==> config.mk <==
export PLATFORM = sky130hd
export DESIGN_NAME = fp16_to_fixed_serial_flat
export DESIGN_NICKNAME = d
export VERILOG_FILES = /design/src/rtl/fp16_to_fixed_serial_if.sv /design/src/rtl/fp16_to_fixed_serial.sv /design/src/flat_wrapper.sv
export SDC_FILE = /design/constraint.sdc
export NUM_CORES = 1
export LEC_CHECK = 0
export CAP_MARGIN = 25
export CORE_UTILIZATION = 40
export DETAILED_ROUTE_END_ITERATION = 7
export GPL_ROUTABILITY_DRIVEN = 0
export HOLD_SLACK_MARGIN = 0.02
export PLACE_DENSITY = 0.7
export SLEW_MARGIN = 20
export SYNTH_ARGS = -nofsm -noshare
export SYNTH_HDL_FRONTEND = slang
export SYNTH_SLANG_ARGS = --single-unit
==> constraint.sdc <==
create_clock -name clk -period 2.95 [get_ports clk]
set_input_delay 0.885 -clock clk [delete_from_list [all_inputs] [get_ports clk]]
set_output_delay 0.885 -clock clk [all_outputs]
set_load 0.03 [all_outputs]
==> src/rtl/fp16_to_fixed_serial_if.sv <==
// fp16_to_fixed_serial_if: operand/result handshake bundle for the fp16 to fixed-point converter
//   in_data/in_valid/in_ready    : fp16 operand stream into the converter
//   out_data/out_ovf/out_valid/out_ready : signed fixed-point result stream out of the converter
//   master = operand source and result sink, slave = converter
interface fp16_to_fixed_serial_if #(
  parameter int OUT_W = 16
);
  logic [15:0]      in_data;
  logic             in_valid;
  logic             in_ready;
  logic [OUT_W-1:0] out_data;
  logic             out_ovf;
  logic             out_valid;
  logic             out_ready;
  modport master (
    output in_data, in_valid, out_ready,
    input  in_ready, out_data, out_ovf, out_valid
  );
  modport slave (
    input  in_data, in_valid, out_ready,
    output in_ready, out_data, out_ovf, out_valid
  );
endinterface

==> src/rtl/fp16_to_fixed_serial.sv <==
// fp16_to_fixed_serial: serial fp16 to signed fixed-point converter, one alignment shift per clock
//   clk, rst_n (async, active-low)
//   bus.slave: in_data[15:0], in_valid, in_ready, out_data[OUT_W-1:0], out_ovf, out_valid, out_ready
//   Optional macro FP16_TO_FIXED_ROUND_EN: round half away from zero on right shifts (default truncates).
module fp16_to_fixed_serial #(
  parameter int OUT_W  = 16,
  parameter int FRAC_W = 8
) (
  input  logic                 clk,
  input  logic                 rst_n,
  fp16_to_fixed_serial_if.slave bus
);
  localparam int CNT_W = $clog2(OUT_W + 13);
  localparam logic [OUT_W-1:0] POS_MAX = {1'b0, {(OUT_W-1){1'b1}}};
  localparam logic [OUT_W-1:0] NEG_MIN = {1'b1, {(OUT_W-1){1'b0}}};
  localparam logic [OUT_W:0]   POS_LIM = {2'b00, {(OUT_W-1){1'b1}}};
  localparam logic [OUT_W:0]   NEG_LIM = {2'b01, {(OUT_W-1){1'b0}}};
  typedef enum logic [1:0] {IDLE, SHIFT, APPLY, DONE} state_t;
  state_t            state_q, state_d;
  logic [OUT_W:0]    mag_q, mag_d, mag_r;
  logic [CNT_W-1:0]  cnt_q, cnt_d;
  logic              sign_q, sign_d, left_q, left_d, ovf_q, ovf_d;
  logic [OUT_W-1:0]  out_data_q, out_data_d;
  logic              out_ovf_q, out_ovf_d;
  logic [4:0]        exp_in;
  logic signed [31:0] s_in, s_abs;
  logic              accept, flush, sat_in, short_in, sat_r;
  assign exp_in   = bus.in_data[14:10];
  assign s_in     = $signed({27'd0, exp_in}) + FRAC_W - 25;
  assign s_abs    = s_in < 0 ? -s_in : s_in;
  assign accept   = bus.in_valid && state_q == IDLE;
  // zero/subnormal and far-right shifts resolve to 0; Inf/NaN and far-left shifts saturate
  assign flush    = exp_in == 5'd0 || s_in < -12;
  assign sat_in   = exp_in == 5'd31 || s_in > OUT_W;
  assign short_in = flush || sat_in;
`ifdef FP16_TO_FIXED_ROUND_EN
  logic rnd_q, rnd_d;
  assign rnd_d = accept ? 1'b0 : (state_q == SHIFT && !left_q) ? mag_q[0] : rnd_q;
  // rnd_q only ever holds a right-shift remainder, so the increment applies to s<0 alone
  assign mag_r = mag_q + {{OUT_W{1'b0}}, rnd_q};
  always_ff @(posedge clk or negedge rst_n) begin
    if (!rst_n) rnd_q <= 1'b0;
    else rnd_q <= rnd_d;
  end
`else
  assign mag_r = mag_q;
`endif
  assign sat_r = ovf_q || (sign_q ? mag_r > NEG_LIM : mag_r > POS_LIM);
  always_ff @(posedge clk or negedge rst_n) begin
    if (!rst_n) begin
      state_q    <= IDLE;
      mag_q      <= '0;
      cnt_q      <= '0;
      sign_q     <= 1'b0;
      left_q     <= 1'b0;
      ovf_q      <= 1'b0;
      out_data_q <= '0;
      out_ovf_q  <= 1'b0;
    end else begin
      state_q    <= state_d;
      mag_q      <= mag_d;
      cnt_q      <= cnt_d;
      sign_q     <= sign_d;
      left_q     <= left_d;
      ovf_q      <= ovf_d;
      out_data_q <= out_data_d;
      out_ovf_q  <= out_ovf_d;
    end
  end
  always_comb begin
    state_d = state_q;
    case (state_q)
      IDLE:  state_d = !accept ? IDLE : short_in ? DONE : s_in == 0 ? APPLY : SHIFT;
      SHIFT: state_d = cnt_q == 1 ? APPLY : SHIFT;
      APPLY: state_d = DONE;
      DONE:  state_d = bus.out_ready ? IDLE : DONE;
      default: state_d = IDLE;
    endcase
  end
  always_comb begin
    mag_d      = mag_q;
    cnt_d      = cnt_q;
    sign_d     = sign_q;
    left_d     = left_q;
    ovf_d      = ovf_q;
    out_data_d = out_data_q;
    out_ovf_d  = out_ovf_q;
    if (accept) begin
      sign_d = bus.in_data[15];
      mag_d  = {{(OUT_W-10){1'b0}}, 1'b1, bus.in_data[9:0]};
      cnt_d  = CNT_W'(s_abs);
      left_d = s_in > 0;
      ovf_d  = 1'b0;
      if (short_in) begin
        out_data_d = flush ? '0 : bus.in_data[15] ? NEG_MIN : POS_MAX;
        out_ovf_d  = !flush;
      end
    end else if (state_q == SHIFT) begin
      mag_d = left_q ? mag_q << 1 : mag_q >> 1;
      ovf_d = ovf_q || (left_q && mag_q[OUT_W]);
      cnt_d = cnt_q - 1'b1;
    end else if (state_q == APPLY) begin
      out_data_d = sat_r ? (sign_q ? NEG_MIN : POS_MAX) :
                   sign_q ? -mag_r[OUT_W-1:0] : mag_r[OUT_W-1:0];
      out_ovf_d  = sat_r;
    end
  end
  always_comb begin
    bus.in_ready  = state_q == IDLE;
    bus.out_valid = state_q == DONE;
    bus.out_data  = out_data_q;
    bus.out_ovf   = out_ovf_q;
  end
endmodule

==> src/flat_wrapper.sv <==
// flat-port wrapper written by rule: the top's interface ports become plain ports
module fp16_to_fixed_serial_flat 
#(
  parameter int OUT_W  = 16,
  parameter int FRAC_W = 8
)
  (clk, rst_n, bus_in_data, bus_in_valid, bus_out_ready, bus_in_ready, bus_out_data, bus_out_ovf, bus_out_valid);
  fp16_to_fixed_serial_if #(.OUT_W(OUT_W)) bus_i ();
  input  logic clk;
  input  logic rst_n;
  input wire logic [$bits(bus_i.in_data)-1:0] bus_in_data;
  input wire logic [$bits(bus_i.in_valid)-1:0] bus_in_valid;
  input wire logic [$bits(bus_i.out_ready)-1:0] bus_out_ready;
  output wire logic [$bits(bus_i.in_ready)-1:0] bus_in_ready;
  output wire logic [$bits(bus_i.out_data)-1:0] bus_out_data;
  output wire logic [$bits(bus_i.out_ovf)-1:0] bus_out_ovf;
  output wire logic [$bits(bus_i.out_valid)-1:0] bus_out_valid;
  assign bus_i.in_data = bus_in_data;
  assign bus_i.in_valid = bus_in_valid;
  assign bus_i.out_ready = bus_out_ready;
  assign bus_in_ready = bus_i.in_ready;
  assign bus_out_data = bus_i.out_data;
  assign bus_out_ovf = bus_i.out_ovf;
  assign bus_out_valid = bus_i.out_valid;
  fp16_to_fixed_serial #(.OUT_W(OUT_W), .FRAC_W(FRAC_W)) u_core (.clk(clk), .rst_n(rst_n), .bus(bus_i));
endmodule
==> results of run 1 <==
per-stage QoR:
step	worst slack (ns)	hold slack [ns]	area (µm²)	TNS, ns
finish	0.1945	0.5118	3834	0
global placement	-0.1524	0.4950	3712	-1.567
global route	0.04343	0.5407	3834	0
CTS	0.1207	0.5191	3809	0
floorplan	0.1020	0.4777	3276	0
detailed placement	-0.1795	0.5013	3712	-1.907
Yosys cell counts (3+ instances only):
master	instances
a211oi_1	5
a211oi_2	10
a21oi_1	28
a31oi_1	6
and2_1	4
buf_2	5
buf_6	5
clkbuf_1	11
clkbuf_8	9
dfrtp_1	44
ha_1	8
inv_1	12
mux2i_1	18
nand2_1	28
nand2b_1	3
nand3_1	10
nand4_1	6
nor2_1	39
nor3_1	5
nor4_1	3
o21ai_0	29
o31ai_1	3
o41ai_1	5
or3_1	5
xor2_1	14
metal layers:
| metal | wire length, µm | GRT usage (%) | up-vias |
|---|---|---|---|
| li1 | - | - | 1399 |
| met1 | 3365 | 24.76 | 1357 |
| met2 | 3535 | 31.17 | 73 |
| met3 | 306 | 3.038 | 8 |
| met4 | 62 | 3.906 | 0 |
| met5 | 0 | 0 | - |
worst max path at each step:
stage	from	to	slack, ns	depth (start not counted)
after global routing	bus_in_data[10]	u_core.bus.out_data[0]	0.04	10
after floorplan	bus_in_data[10]	u_core.bus.out_data[12]	0.10	10
after detailed placement	bus_in_data[10]	u_core.bus.out_data[0]	-0.18	10
after global placement	bus_in_data[10]	u_core.bus.out_data[0]	-0.15	10
final	bus_in_data[10]	u_core.bus.out_data[5]	0.19	10
after CTS	bus_in_data[10]	u_core.bus.out_data[0]	0.12	10
cell families (layout without fill, tap and decap cells):
kind of cell	Yosys count	after routing	synth area share [%]
mux	19	19	5.844
buf+inv	48	83	10.08
xor+xnor	15	15	4.011
simple gates	118	118	18.72
compound gates	115	115	24.68
flops	44	44	33.61
fa+ha+maj	8	8	3.056
power by group through the flow:
stage | registers, W | clock network (W) | logic (W)
CTS | 0.00128 | 0.000419 | 0.00211
global placement | 0.00128 | 0 | 0.00206
global route | 0.00133 | 0.000443 | 0.00233
finish | 0.00128 | 0.000408 | 0.00210
floorplan | 0.00125 | 0 | 0.00161
detailed placement | 0.00129 | 0 | 0.00209
placed cells by master (no fill, tap or decap), types with 8 or more instances in the layout:
master / n
nand2_1: 28
nand3_1: 10
ha_1: 8
a211oi_2: 11
o21ai_0: 29
buf_4: 22
nor2_1: 39
clkdlybuf4s50_1: 37
mux2i_1: 18
dfrtp_1: 44
xor2_1: 14
inv_1: 12
a21oi_1: 28
cell type report:
cell class | count | area (µm²)
clock buffers | 7 | 96.34
fillers | 774 | 3974
inverters | 13 | 48.80
multi-input cells | 275 | 1859
flip-flops and latches | 44 | 1101
well taps | 102 | 127.6
repair buffers | 63 | 600.6
repair_timing:
| action | CTS | global route |
|---|---|---|
| setup endpoints to repair | 0 | 6 |
| hold buffers | 0 | 0 |
| setup buffers | 0 | 0 |
| resized for setup | 0 | 1 |
state kept, by name, indices dropped and copies added, names as in the netlist:
signal	flops
u_core.mag_q	17
u_core.bus.out_data	16
u_core.cnt_q	5
u_core.state_q	2
u_core.bus.out_ovf	1
u_core.left_q	1
u_core.ovf_q	1
u_core.sign_q	1
==> results.py, run 1 <==
metrics = {
    "status": {
        "status": "complete, no violations",
    },
    "die": {
        "dieArea_um2": 8555,
        "die_x_um": 92.50,
        "rows": 32,
        "ioPinCount": 39,
        "start_util_pct": 41.96,
        "core-area_um2": 7807,
        "die-height_um": 92.50,
    },
    "power_and_ir_drop": {
        "p_sw_share_pct": 46.91,
        "power.density_nw_per_um2": 988.2,
        "peakVddDrop_mv": 0.2846,
        "clockPowerShare_pct": 10.8,
        "p_sw_w": 0.001777,
        "power.leakage_nw": 1.540,
        "p_comb_share_pct": 55.3,
        "p_total_w": 0.003789,
        "internal_power_w": 0.002011,
        "seq_power_share_pct": 33.9,
    },
    "setup_path": {
        "path_cells": "clkdlybuf4s50_1 -> buf_4 -> ha_1 -> and2_1 -> a22o_1 -> a41oi_1 -> buf_4 -> a21oi_2 -> buf_4 -> a211oi_2",
        "reg2reg_slack_ns": 0.55,
        "cpMostUsedCell": "buf_4",
        "end_kind": "register",
        "r2r_end": "u_core.bus.out_data[5]",
        "critical_path.max_fanout": 11,
        "start_kind": "primary input",
        "rr_startpoint": "u_core.mag_q[1]",
        "arrival_ns": 2.96,
        "cp.required_ns": 3.16,
        "crit_family": "buffers and inverters",
        "cp_slowest_stage_delay_ns": 0.41,
        "r2r_cells": 8,
        "crit_type": "in -> reg",
        "worst_path_max_delay_cell": "clkdlybuf4s50_1",
        "crit_buf_inv": 4,
    },
    "route": {
        "drt_iter0_drc": 104,
        "vias_per_cell": 5.629,
        "antenna_left": 0,
        "drc_errors": 0,
        "via_count": 2837,
        "firstDrtPassIters": 4,
        "drt-total-wl_mm": 7.269,
        "wl_per_cell_um": 14.42,
    },
    "yosys": {
        "ys_top_cells_by_area": "dfrtp_1, mux2i_1, nor2_1",
        "synth-seq-area-share_pct": 33.61,
        "synth_top_area_share_pct": 33.61,
        "synthArstFlopShare_pct": 100.0,
        "ys_types": 70,
        "syn_area_um2": 3276,
        "synth_edf_count": 0,
        "syn-mean-instance-area_um2": 8.925,
        "synth_area_leader_cell": "dfrtp_1",
        "synth_seq_cells": 44,
        "ys.flop_type": "dfrtp_1",
        "yosys_warnings": 0,
        "netlist_instances": 367,
        "syn_nets": 395,
    },
    "hold_path": {
        "min_from": "u_core.bus.out_data[15]",
        "min_path_type": "reg -> reg",
        "whs_path_depth": 1,
        "min_to": "u_core.bus.out_data[15]",
    },
    "sta": {
        "relSlewSlack_pct": 41.14,
        "max_freq_mhz": 362.9,
        "hold_viol": 0,
        "period_needed_ns": 2.755,
        "finalCritPeriodShare_pct": 93.41,
        "maxSlewViolCount": 0,
        "rsz0062_at_grt": "false",
        "setup_viol": 0,
        "tightestPinTransition_ns": 0.8829,
        "clock_skew_ns": 0.009045,
    },
    "layout": {
        "layout-drive-gt1-share_pct": 14.93,
        "stdcell_count": 504,
        "fin_util_pct": 49.10,
        "num_antenna_cells": 0,
        "area_growth_pct": 17.04,
        "nets": 430,
    },
    "clocking": {
        "clkTransAtPathRegs_ns": 0.08,
        "cts_tree": "done",
        "clock_tree.buffer_depth": 2,
        "numCtsBuffers": 5,
        "cts_max_level": 2,
        "clkSinkCount": 44,
        "worstSkewPairLatency_ns": 0.30,
        "ctsRootBufferMaster": "clkbuf_8",
    },
    "run": {
        "drv_cap": 0,
    },
    "global_route": {
        "grt_first_pass_wirelength_mm": 12.89,
        "grt-ovfl-total": 0,
        "grt_pass1_vias": 2741,
        "antenna_found_initial": 0,
        "grt_max_degree": 45,
        "track_usage_pct": 18.46,
    },
    "place": {
        "place_hpwl_mm": 5.368,
        "dp.cells": 496,
        "port_buffers": 38,
    },
}
Power figures use the tool's default switching activity.
==> run 2, diff against run 1 <==
SLEW_MARGIN = 15   (was 20)
==> results of run 2 <==
Same layout as run 1: the final DEF is identical, and so are final timing and power.
